$ cat src/rtl/id_stage_pkg.sv
// Shared decode constants for the ID stage of the ARM-subset pipeline.
// Holds mode, opcode, ALU command and condition-code encodings plus the
// condition-evaluation helper used by the decoder.
package id_stage_pkg;

  localparam int NREG = 15;

  typedef enum logic [1:0] {
    MODE_DP  = 2'b00,
    MODE_MEM = 2'b01,
    MODE_BR  = 2'b10,
    MODE_NOP = 2'b11
  } mode_e;

  // Data-processing opcodes (instruction[24:21])
  localparam logic [3:0] OP_AND = 4'b0000;
  localparam logic [3:0] OP_EOR = 4'b0001;
  localparam logic [3:0] OP_SUB = 4'b0010;
  localparam logic [3:0] OP_ADD = 4'b0100;
  localparam logic [3:0] OP_ADC = 4'b0101;
  localparam logic [3:0] OP_SBC = 4'b0110;
  localparam logic [3:0] OP_TST = 4'b1000;
  localparam logic [3:0] OP_CMP = 4'b1010;
  localparam logic [3:0] OP_ORR = 4'b1100;
  localparam logic [3:0] OP_MOV = 4'b1101;
  localparam logic [3:0] OP_MVN = 4'b1111;

  // ALU commands driven to EXE
  localparam logic [3:0] EXE_NONE = 4'b0000;
  localparam logic [3:0] EXE_MOV  = 4'b0001;
  localparam logic [3:0] EXE_ADD  = 4'b0010;
  localparam logic [3:0] EXE_ADC  = 4'b0011;
  localparam logic [3:0] EXE_SUB  = 4'b0100;
  localparam logic [3:0] EXE_SBC  = 4'b0101;
  localparam logic [3:0] EXE_AND  = 4'b0110;
  localparam logic [3:0] EXE_ORR  = 4'b0111;
  localparam logic [3:0] EXE_EOR  = 4'b1000;
  localparam logic [3:0] EXE_MVN  = 4'b1001;

  // Condition codes (instruction[31:28])
  localparam logic [3:0] COND_EQ = 4'b0000;
  localparam logic [3:0] COND_NE = 4'b0001;
  localparam logic [3:0] COND_CS = 4'b0010;
  localparam logic [3:0] COND_CC = 4'b0011;
  localparam logic [3:0] COND_MI = 4'b0100;
  localparam logic [3:0] COND_PL = 4'b0101;
  localparam logic [3:0] COND_VS = 4'b0110;
  localparam logic [3:0] COND_VC = 4'b0111;
  localparam logic [3:0] COND_HI = 4'b1000;
  localparam logic [3:0] COND_LS = 4'b1001;
  localparam logic [3:0] COND_GE = 4'b1010;
  localparam logic [3:0] COND_LT = 4'b1011;
  localparam logic [3:0] COND_GT = 4'b1100;
  localparam logic [3:0] COND_LE = 4'b1101;
  localparam logic [3:0] COND_AL = 4'b1110;

  // nzcv: N=bit3, Z=bit2, C=bit1, V=bit0. Code 1111 never passes.
  function automatic logic cond_pass(input logic [3:0] cond, input logic [3:0] nzcv);
    logic n, z, c, v;
    n = nzcv[3];
    z = nzcv[2];
    c = nzcv[1];
    v = nzcv[0];
    case (cond)
      COND_EQ: cond_pass = z;
      COND_NE: cond_pass = !z;
      COND_CS: cond_pass = c;
      COND_CC: cond_pass = !c;
      COND_MI: cond_pass = n;
      COND_PL: cond_pass = !n;
      COND_VS: cond_pass = v;
      COND_VC: cond_pass = !v;
      COND_HI: cond_pass = c & !z;
      COND_LS: cond_pass = !c | z;
      COND_GE: cond_pass = (n == v);
      COND_LT: cond_pass = (n != v);
      COND_GT: cond_pass = !z & (n == v);
      COND_LE: cond_pass = z | (n != v);
      COND_AL: cond_pass = 1'b1;
      default: cond_pass = 1'b0;
    endcase
  endfunction

endpackage

$ cat src/rtl/id_stage_if.sv
// Bundle of everything crossing the ID stage boundary except clk/rst.
// slave  : the ID stage (consumes IF/ID, status, hazard and WB inputs,
//          produces the ID/EXE control and operand outputs).
// master : the surrounding pipeline / testbench.
interface id_stage_if #(parameter int DATA_W = 32);
  logic [31:0]       instruction;
  logic [DATA_W-1:0] pc_in;
  logic [3:0]        status;
  logic              hazard;
  logic              wb_en;
  logic [3:0]        wb_dest;
  logic [DATA_W-1:0] wb_value;

  logic              wb_en_out;
  logic              mem_r_en;
  logic              mem_w_en;
  logic              b;
  logic              s;
  logic [3:0]        exe_cmd;
  logic [DATA_W-1:0] val_rn;
  logic [DATA_W-1:0] val_rm;
  logic              imm;
  logic [11:0]       shift_operand;
  logic [23:0]       signed_imm_24;
  logic [3:0]        dest;
  logic [3:0]        src1;
  logic [3:0]        src2;
  logic              two_src;
  logic [DATA_W-1:0] pc_out;

  modport slave (
    input  instruction, pc_in, status, hazard, wb_en, wb_dest, wb_value,
    output wb_en_out, mem_r_en, mem_w_en, b, s, exe_cmd, val_rn, val_rm,
           imm, shift_operand, signed_imm_24, dest, src1, src2, two_src, pc_out
  );

  modport master (
    output instruction, pc_in, status, hazard, wb_en, wb_dest, wb_value,
    input  wb_en_out, mem_r_en, mem_w_en, b, s, exe_cmd, val_rn, val_rm,
           imm, shift_operand, signed_imm_24, dest, src1, src2, two_src, pc_out
  );
endinterface

$ cat src/rtl/id_stage_register_file.sv
// 15 x DATA_W register file, two async read ports, one sync write port.
// Ports: clk, rst (sync, active-high, loads R[i]=i), wb_en/wb_dest/wb_value
// write port, src1/src2 read indices, val_rn/val_rm read data.
// Index 15 reads as zero and is never written. A same-cycle write to a
// read index is forwarded to the read port, except while rst is high.
module register_file
  import id_stage_pkg::*;
#(
  parameter int DATA_W = 32
) (
  input  logic              clk,
  input  logic              rst,
  input  logic              wb_en,
  input  logic [3:0]        wb_dest,
  input  logic [DATA_W-1:0] wb_value,
  input  logic [3:0]        src1,
  input  logic [3:0]        src2,
  output logic [DATA_W-1:0] val_rn,
  output logic [DATA_W-1:0] val_rm
);

  logic [DATA_W-1:0] regs_q [NREG];
  logic [DATA_W-1:0] regs_d [NREG];
  logic              wr_ok;

  assign wr_ok = wb_en && (wb_dest != 4'd15);

  always_comb begin
    regs_d = regs_q;
    if (wr_ok) begin
      regs_d[wb_dest] = wb_value;
    end
  end

  always_ff @(posedge clk) begin
    if (rst) begin
      for (int i = 0; i < NREG; i++) begin
        regs_q[i] <= DATA_W'(i);
      end
    end else begin
      regs_q <= regs_d;
    end
  end

  always_comb begin
    val_rn = '0;
    if (src1 != 4'd15) begin
      val_rn = (wr_ok && !rst && wb_dest == src1) ? wb_value : regs_q[src1];
    end
  end

  always_comb begin
    val_rm = '0;
    if (src2 != 4'd15) begin
      val_rm = (wr_ok && !rst && wb_dest == src2) ? wb_value : regs_q[src2];
    end
  end

endmodule

$ cat src/rtl/id_stage.sv
// Instruction-decode stage. Decodes the IF/ID instruction into EXE/MEM/WB
// control, gates control on the condition field and the hazard bubble, and
// reads Rn / second source from the register file written by WB.
// Ports: clk, rst, and the id_stage_if slave modport carrying all pipeline
// inputs and ID/EXE outputs. All outputs are combinational.
module id_stage
  import id_stage_pkg::*;
#(
  parameter int DATA_W = 32
) (
  input  logic       clk,
  input  logic       rst,
  id_stage_if.slave  bus
);

  logic [3:0] opcode;
  logic       s_bit;
  logic       i_bit;
  mode_e      mode;
  logic [3:0] cmd;
  logic       wb_dec, mr_dec, mw_dec, b_dec, s_dec;
  logic       kill;
  logic [3:0] src2_idx;

  assign opcode = bus.instruction[24:21];
  assign s_bit  = bus.instruction[20];
  assign i_bit  = bus.instruction[25];
  assign mode   = mode_e'(bus.instruction[27:26]);

  always_comb begin
    cmd    = EXE_NONE;
    wb_dec = 1'b0;
    mr_dec = 1'b0;
    mw_dec = 1'b0;
    b_dec  = 1'b0;
    s_dec  = 1'b0;
    case (mode)
      MODE_DP: begin
        wb_dec = 1'b1;
        s_dec  = s_bit;
        case (opcode)
          OP_MOV: cmd = EXE_MOV;
          OP_MVN: cmd = EXE_MVN;
          OP_ADD: cmd = EXE_ADD;
          OP_ADC: cmd = EXE_ADC;
          OP_SUB: cmd = EXE_SUB;
          OP_SBC: cmd = EXE_SBC;
          OP_AND: cmd = EXE_AND;
          OP_ORR: cmd = EXE_ORR;
          OP_EOR: cmd = EXE_EOR;
          OP_CMP: begin cmd = EXE_SUB; wb_dec = 1'b0; end
          OP_TST: begin cmd = EXE_AND; wb_dec = 1'b0; end
          default: begin
            wb_dec = 1'b0;
            s_dec  = 1'b0;
          end
        endcase
      end
      MODE_MEM: begin
        cmd    = EXE_ADD;
        mr_dec = s_bit;
        wb_dec = s_bit;
        mw_dec = !s_bit;
      end
      MODE_BR:  b_dec = 1'b1;
      default: ;
    endcase
  end

  // Operand selection uses the unmasked store decode so the hazard unit
  // still sees the real sources of a squashed instruction.
  assign src2_idx = mw_dec ? bus.instruction[15:12] : bus.instruction[3:0];
  assign kill     = bus.hazard || !cond_pass(bus.instruction[31:28], bus.status);

  assign bus.wb_en_out     = wb_dec & !kill;
  assign bus.mem_r_en      = mr_dec & !kill;
  assign bus.mem_w_en      = mw_dec & !kill;
  assign bus.b             = b_dec  & !kill;
  assign bus.s             = s_dec  & !kill;
  assign bus.exe_cmd       = cmd;
  assign bus.imm           = i_bit;
  assign bus.shift_operand = bus.instruction[11:0];
  assign bus.signed_imm_24 = bus.instruction[23:0];
  assign bus.dest          = bus.instruction[15:12];
  assign bus.src1          = bus.instruction[19:16];
  assign bus.src2          = src2_idx;
  assign bus.two_src       = !i_bit | mw_dec;
  assign bus.pc_out        = bus.pc_in;

  register_file #(.DATA_W(DATA_W)) u_rf (
    .clk      (clk),
    .rst      (rst),
    .wb_en    (bus.wb_en),
    .wb_dest  (bus.wb_dest),
    .wb_value (bus.wb_value),
    .src1     (bus.instruction[19:16]),
    .src2     (src2_idx),
    .val_rn   (bus.val_rn),
    .val_rm   (bus.val_rm)
  );

endmodule

$ cat src/flat_wrapper.sv
// flat-port wrapper written by rule: the top's interface ports become plain ports
module id_stage_flat import id_stage_pkg::*;
#(
  parameter int DATA_W = 32
)
  (clk, rst, bus_instruction, bus_pc_in, bus_status, bus_hazard, bus_wb_en, bus_wb_dest, bus_wb_value, bus_wb_en_out, bus_mem_r_en, bus_mem_w_en, bus_b, bus_s, bus_exe_cmd, bus_val_rn, bus_val_rm, bus_imm, bus_shift_operand, bus_signed_imm_24, bus_dest, bus_src1, bus_src2, bus_two_src, bus_pc_out);
  id_stage_if #(.DATA_W(DATA_W)) bus_i ();
  input  logic clk;
  input  logic rst;
  input wire logic [$bits(bus_i.instruction)-1:0] bus_instruction;
  input wire logic [$bits(bus_i.pc_in)-1:0] bus_pc_in;
  input wire logic [$bits(bus_i.status)-1:0] bus_status;
  input wire logic [$bits(bus_i.hazard)-1:0] bus_hazard;
  input wire logic [$bits(bus_i.wb_en)-1:0] bus_wb_en;
  input wire logic [$bits(bus_i.wb_dest)-1:0] bus_wb_dest;
  input wire logic [$bits(bus_i.wb_value)-1:0] bus_wb_value;
  output wire logic [$bits(bus_i.wb_en_out)-1:0] bus_wb_en_out;
  output wire logic [$bits(bus_i.mem_r_en)-1:0] bus_mem_r_en;
  output wire logic [$bits(bus_i.mem_w_en)-1:0] bus_mem_w_en;
  output wire logic [$bits(bus_i.b)-1:0] bus_b;
  output wire logic [$bits(bus_i.s)-1:0] bus_s;
  output wire logic [$bits(bus_i.exe_cmd)-1:0] bus_exe_cmd;
  output wire logic [$bits(bus_i.val_rn)-1:0] bus_val_rn;
  output wire logic [$bits(bus_i.val_rm)-1:0] bus_val_rm;
  output wire logic [$bits(bus_i.imm)-1:0] bus_imm;
  output wire logic [$bits(bus_i.shift_operand)-1:0] bus_shift_operand;
  output wire logic [$bits(bus_i.signed_imm_24)-1:0] bus_signed_imm_24;
  output wire logic [$bits(bus_i.dest)-1:0] bus_dest;
  output wire logic [$bits(bus_i.src1)-1:0] bus_src1;
  output wire logic [$bits(bus_i.src2)-1:0] bus_src2;
  output wire logic [$bits(bus_i.two_src)-1:0] bus_two_src;
  output wire logic [$bits(bus_i.pc_out)-1:0] bus_pc_out;
  assign bus_i.instruction = bus_instruction;
  assign bus_i.pc_in = bus_pc_in;
  assign bus_i.status = bus_status;
  assign bus_i.hazard = bus_hazard;
  assign bus_i.wb_en = bus_wb_en;
  assign bus_i.wb_dest = bus_wb_dest;
  assign bus_i.wb_value = bus_wb_value;
  assign bus_wb_en_out = bus_i.wb_en_out;
  assign bus_mem_r_en = bus_i.mem_r_en;
  assign bus_mem_w_en = bus_i.mem_w_en;
  assign bus_b = bus_i.b;
  assign bus_s = bus_i.s;
  assign bus_exe_cmd = bus_i.exe_cmd;
  assign bus_val_rn = bus_i.val_rn;
  assign bus_val_rm = bus_i.val_rm;
  assign bus_imm = bus_i.imm;
  assign bus_shift_operand = bus_i.shift_operand;
  assign bus_signed_imm_24 = bus_i.signed_imm_24;
  assign bus_dest = bus_i.dest;
  assign bus_src1 = bus_i.src1;
  assign bus_src2 = bus_i.src2;
  assign bus_two_src = bus_i.two_src;
  assign bus_pc_out = bus_i.pc_out;
  id_stage #(.DATA_W(DATA_W)) u_core (.clk(clk), .rst(rst), .bus(bus_i));
endmodule
$ cat config.mk
export PLATFORM = sky130hd
export DESIGN_NAME = id_stage_flat
export DESIGN_NICKNAME = d
export VERILOG_FILES = /design/src/rtl/id_stage_pkg.sv /design/src/rtl/id_stage_if.sv /design/src/rtl/id_stage_register_file.sv /design/src/rtl/id_stage.sv /design/src/flat_wrapper.sv
export SDC_FILE = /design/constraint.sdc
export NUM_CORES = 2
export LEC_CHECK = 0
export CAP_MARGIN = 20
export CELL_PAD_IN_SITES_DETAIL_PLACEMENT = 1
export CELL_PAD_IN_SITES_GLOBAL_PLACEMENT = 1
export CORE_MARGIN = 2
export CORE_UTILIZATION = 35
export DETAILED_ROUTE_END_ITERATION = 10
export DONT_BUFFER_PORTS = 1
export GPL_TIMING_DRIVEN = 0
export PLACE_DENSITY_LB_ADDON = 0.05
export SYNTH_ARGS = -nofsm -noshare
export SYNTH_HDL_FRONTEND = slang
export SYNTH_HIERARCHICAL = 1
export SYNTH_SLANG_ARGS = --single-unit
$ cat constraint.sdc
create_clock -name clk -period 5.6 [get_ports clk]
set_input_delay 1.12 -clock clk [delete_from_list [all_inputs] [get_ports clk]]
set_output_delay 1.12 -clock clk [all_outputs]
set_load 0.005 [all_outputs]
==> impl_results.md <==
* Max-Cap Viols at 0
* Core ar. at roughly 75000 um^2
* Largest register FFs at 480
* Initial antenna violation count at 7
* M1 GR Usage at between 40% and 50%
* Met2 Use GR at roughly half
* Hold Path End: u_core/u_rf/regs_q[333]$_SDFFE_PP0P_
* Fin area at slightly below 30000 um^2
* Post-synth EDFFs at 0
* Top Registers: u_core/u_rf/regs_q: 480 flops
* DIE WIDTH at 279 um
* Pwr Total at around 0.0083 W
* Final Net Count at around 3300
* Reg2reg path depth at 2
* Vias in the first global route at between 20000 and 30000
* CTS Buf Count at 57
* Post-synth ARST share at 0%
* Post-synthesis cell type count at 52
* Synth Area in Compound Gates at around 16%
* FF-to-FF Start: u_core/u_rf/regs_q[452]$_SDFFE_PP0P_
* Post-Route WL at between 100000 and 150000 um
* Critical path type: primary input to output pin
* Worst R2R End: u_core/u_rf/regs_q[452]$_SDFFE_PP0P_
* Crit path required time at 4.48 ns
* Largest net degree at the start of global routing at 15
* Worst path max stage delay at ~0.45 ns
* Final clock skew at 0 ns
* Filler cells at 8779
* Max-slew violation count at 0
* Final WS setup at roughly 0.087 ns
* Drt pass-1 iters at 5
* Worst hold path cell count at 2
* Slew HR at between 20% and 30%
* GPL Wtd Cong at around 0.95
* Count of state elements after synthesis at 480
* IO Count at 263
* Post-synth top flop: dfxtp_1
* Worst Min Path Start: u_core/u_rf/regs_q[333]$_SDFFE_PP0P_
* Htree depth at 2
* Maximum clock frequency at about 180 MHz
* Die area at between 70000 and 80000 um^2
* Share of layout cells above drive strength 1 at 16.7%
* Largest family of logic cells by synthesized area: multiplexers
* WL per Instance at 30.1 um
* Row cnt at 100
* Mapped Area at around 26000 um^2
* WP data arrival at around 4.4 ns
* Most Frequent Cell on Critical Path: nand2_1
* Flop-to-flop setup slack at ~4.9 ns
* Mapped Cells at between 3000 and 4000
* Critical-path cell list: clkbuf_1, and3_1, nand2_1, nand2_1, buf_6, clkbuf_4, buf_4, mux4_2, a22oi_1, o21ai_0, mux2_2
* Crit-path max FO at 10
* Worst Tran Pin Value at approximately 1.1 ns
* Crit path max-delay cell type: a22oi_1
* Post-layout util at between 30 and 40%
* Clk sinks at 480
* Starting Density at 35.4%
* Post-synthesis cell type with the largest combined area: dfxtp_1
* Min-Delay Path Class: flip-flop to flip-flop
* Drt drc at 0
* Final Hold Vio Count at 0
* Mapped Avg Cell Area at around 8.5 um^2
* GR Overflow Total at 0
* Worst Setup End Kind: output pin
* Postcts setup bufs at 0
* Clock Tree Buf Depth at 3
* Final HPWL DP at around 96000 um
* Vias at roughly 25000
* Total leakage power at 10.4 nW
* Top cells by area, synth: dfxtp_1 (36%), nand2_1 (14%), mux4_2 (8.9%)
* Finish-stage setup viols at 0
* Sequential fraction of the synthesis area at a little over a third
* IO buf count at 0
* Status: finished, final reports clean
* Synth Area in XOR/XNOR at less than 1%
* PD cells at approximately 280 nW/um^2
* Layout area overhead at 11.6%
* Final Non-Filler Cells at about 4200
* Unrepaired setup endpoints after global routing: no
* Drt initial violations at 2069
* Met3 track demand over resource at 4.61%
* Post-synthesis simple-gate area fraction at roughly 17%
* Period Utilization, post-route at a little over nine tenths
* Dpl cell area at approximately 28000 um^2
* Post-synth top area share at 36.4%
* Mean number of vias per cell at 5.89
* Root buf cell: clkbuf_16
* First-pass GRT wire length at 177000 um
* Mux cell area share after synthesis at 22.1%
* Die Span Y at 279 um
* Worst slack, placed at -0.151 ns
* CTS tree: done
* Clock transition at the registers of the reported paths at around 0.06 ns
* Adder-cell area share of the yosys netlist at 0%
* Reg with most FFs: u_core/u_rf/regs_q
* Mapped Nets at about 3200
* Min Tclk post-route at around 5.5 ns
* GR peak layer: met2
* Startpoint types: primary input
* Ys Warns at 6
* Worst vdd ir at approximately 0.0002 V
* Placed instance count at roughly 4000
* Routed Antenna Nets at 0
* GRT Overall Usage at a little under a third
* Worst-skew pair later-pin latency at roughly 0.61 ns
## final cells by class
cell class / instances / area [um^2] / area share (%)
Clock inverter: 7 / 71.3 / 0.242
Antenna cell: 4 / 10.0 / 0.0339
Tap cell: 969 / 1210 / 4.11
Inverter: 6 / 22.5 / 0.0764
Multi-Input combinational cell: 2220 / 14700 / 49.8
Sequential cell: 480 / 9610 / 32.6
Clock buffer: 93 / 1720 / 5.84
Buffer: 405 / 2150 / 7.28
Timing Repair Buffer: 1 / 7.51 / 0.0255
## per-stage QoR
stage	setup TNS (ns)	hold WS [ns]
2_1_floorplan	0	0.440
4_1_cts	-0.127	0.468
3_5_place_dp	-0.451	0.459
6_report	0	0.470
5_1_grt	0	0.484
3_3_place_gp	-0.360	0.445
## critical path, delay by kind of cell
family | cells | cell delay [ns]
AOI/OAI and AO/OA | 2 | 0.62
buffers and inverters | 4 | 1.19
muxes | 2 | 0.71
and+or+nand+nor | 3 | 0.73
## logic make-up (layout without fill, tap and decap cells)
logic type,after synthesis,in the layout
simple gates,1096,1096
compound gates,730,730
other cells,0,4
buf+inv,411,512
xor+xnor,10,10
flops,480,480
mux,384,384
## layout by cell type (no fill, tap or decap), types with 4 or more instances in the layout
cell         n
a22oi_1     57
diode_2      4
mux2i_1    125
clkbuf_4     4
nor2_1      20
nand3_1      8
mux4_1      25
clkinv_2     5
and3b_1      6
nand3b_1    31
clkbuf_16   58
nand2_1    991
mux2_2     100
clkbuf_1   214
buf_4       91
a22o_1      62
xor2_1       8
o21ai_1     37
dfxtp_1    480
a22oi_2      7
buf_6       18
mux4_2     104
mux2_4      30
clkbuf_8    14
a311oi_1     4
a221oi_1    64
inv_1        6
a21oi_1    453
o21ai_0     28
nor2b_1     16
buf_2       96
## routing by layer
layer  share of wire (%)  vias to the layer above
met4                 3.8                        4
li1                    -                    10925
met2                  46                      971
met5               0.020                        -
met3                 6.2                      245
met1                  44                    12504
## synth_stat cells (4+ instances only)
master and instances:
a21oi_1 453, a221oi_1 64, a22o_1 62, a22oi_1 64, a311oi_1 4, and3b_1 6
buf_2 100, buf_4 90, buf_6 18, clkbuf_1 195, dfxtp_1 480, inv_1 6
mux2_2 100, mux2_4 30, mux2i_1 125, mux4_1 25, mux4_2 104, nand2_1 991
nand3_1 8, nand3b_1 31, nor2_1 21, nor2b_1 16, o21ai_0 28, o21ai_1 37
xor2_1 8
## worst max-delay path by stage
stage	depth (start not counted)	startpoint	end
6_report	11	bus_instruction[26]	bus_val_rm[2]
5_1_grt	11	bus_instruction[26]	bus_val_rm[10]
4_1_cts	11	bus_instruction[26]	bus_val_rm[4]
3_5_place_dp	11	bus_instruction[26]	bus_val_rm[6]
3_3_place_gp	11	bus_instruction[26]	bus_val_rm[4]
2_1_floorplan	11	bus_instruction[26]	bus_val_rm[11]
## where the power goes
group	total [W]	internal, W	switching [W]
clock network	0.00370	0.00212	0.00157
registers	0.00350	0.00346	0.0000386
logic	0.00109	0.000359	0.000736
total	0.00829	0.00594	0.00235
## repair_timing
item,in CTS,in global routing
endpoints found under the setup margin,5,19
hold buffers,0,0
resized for setup,2,14
(Power assumes the default switching activity.)
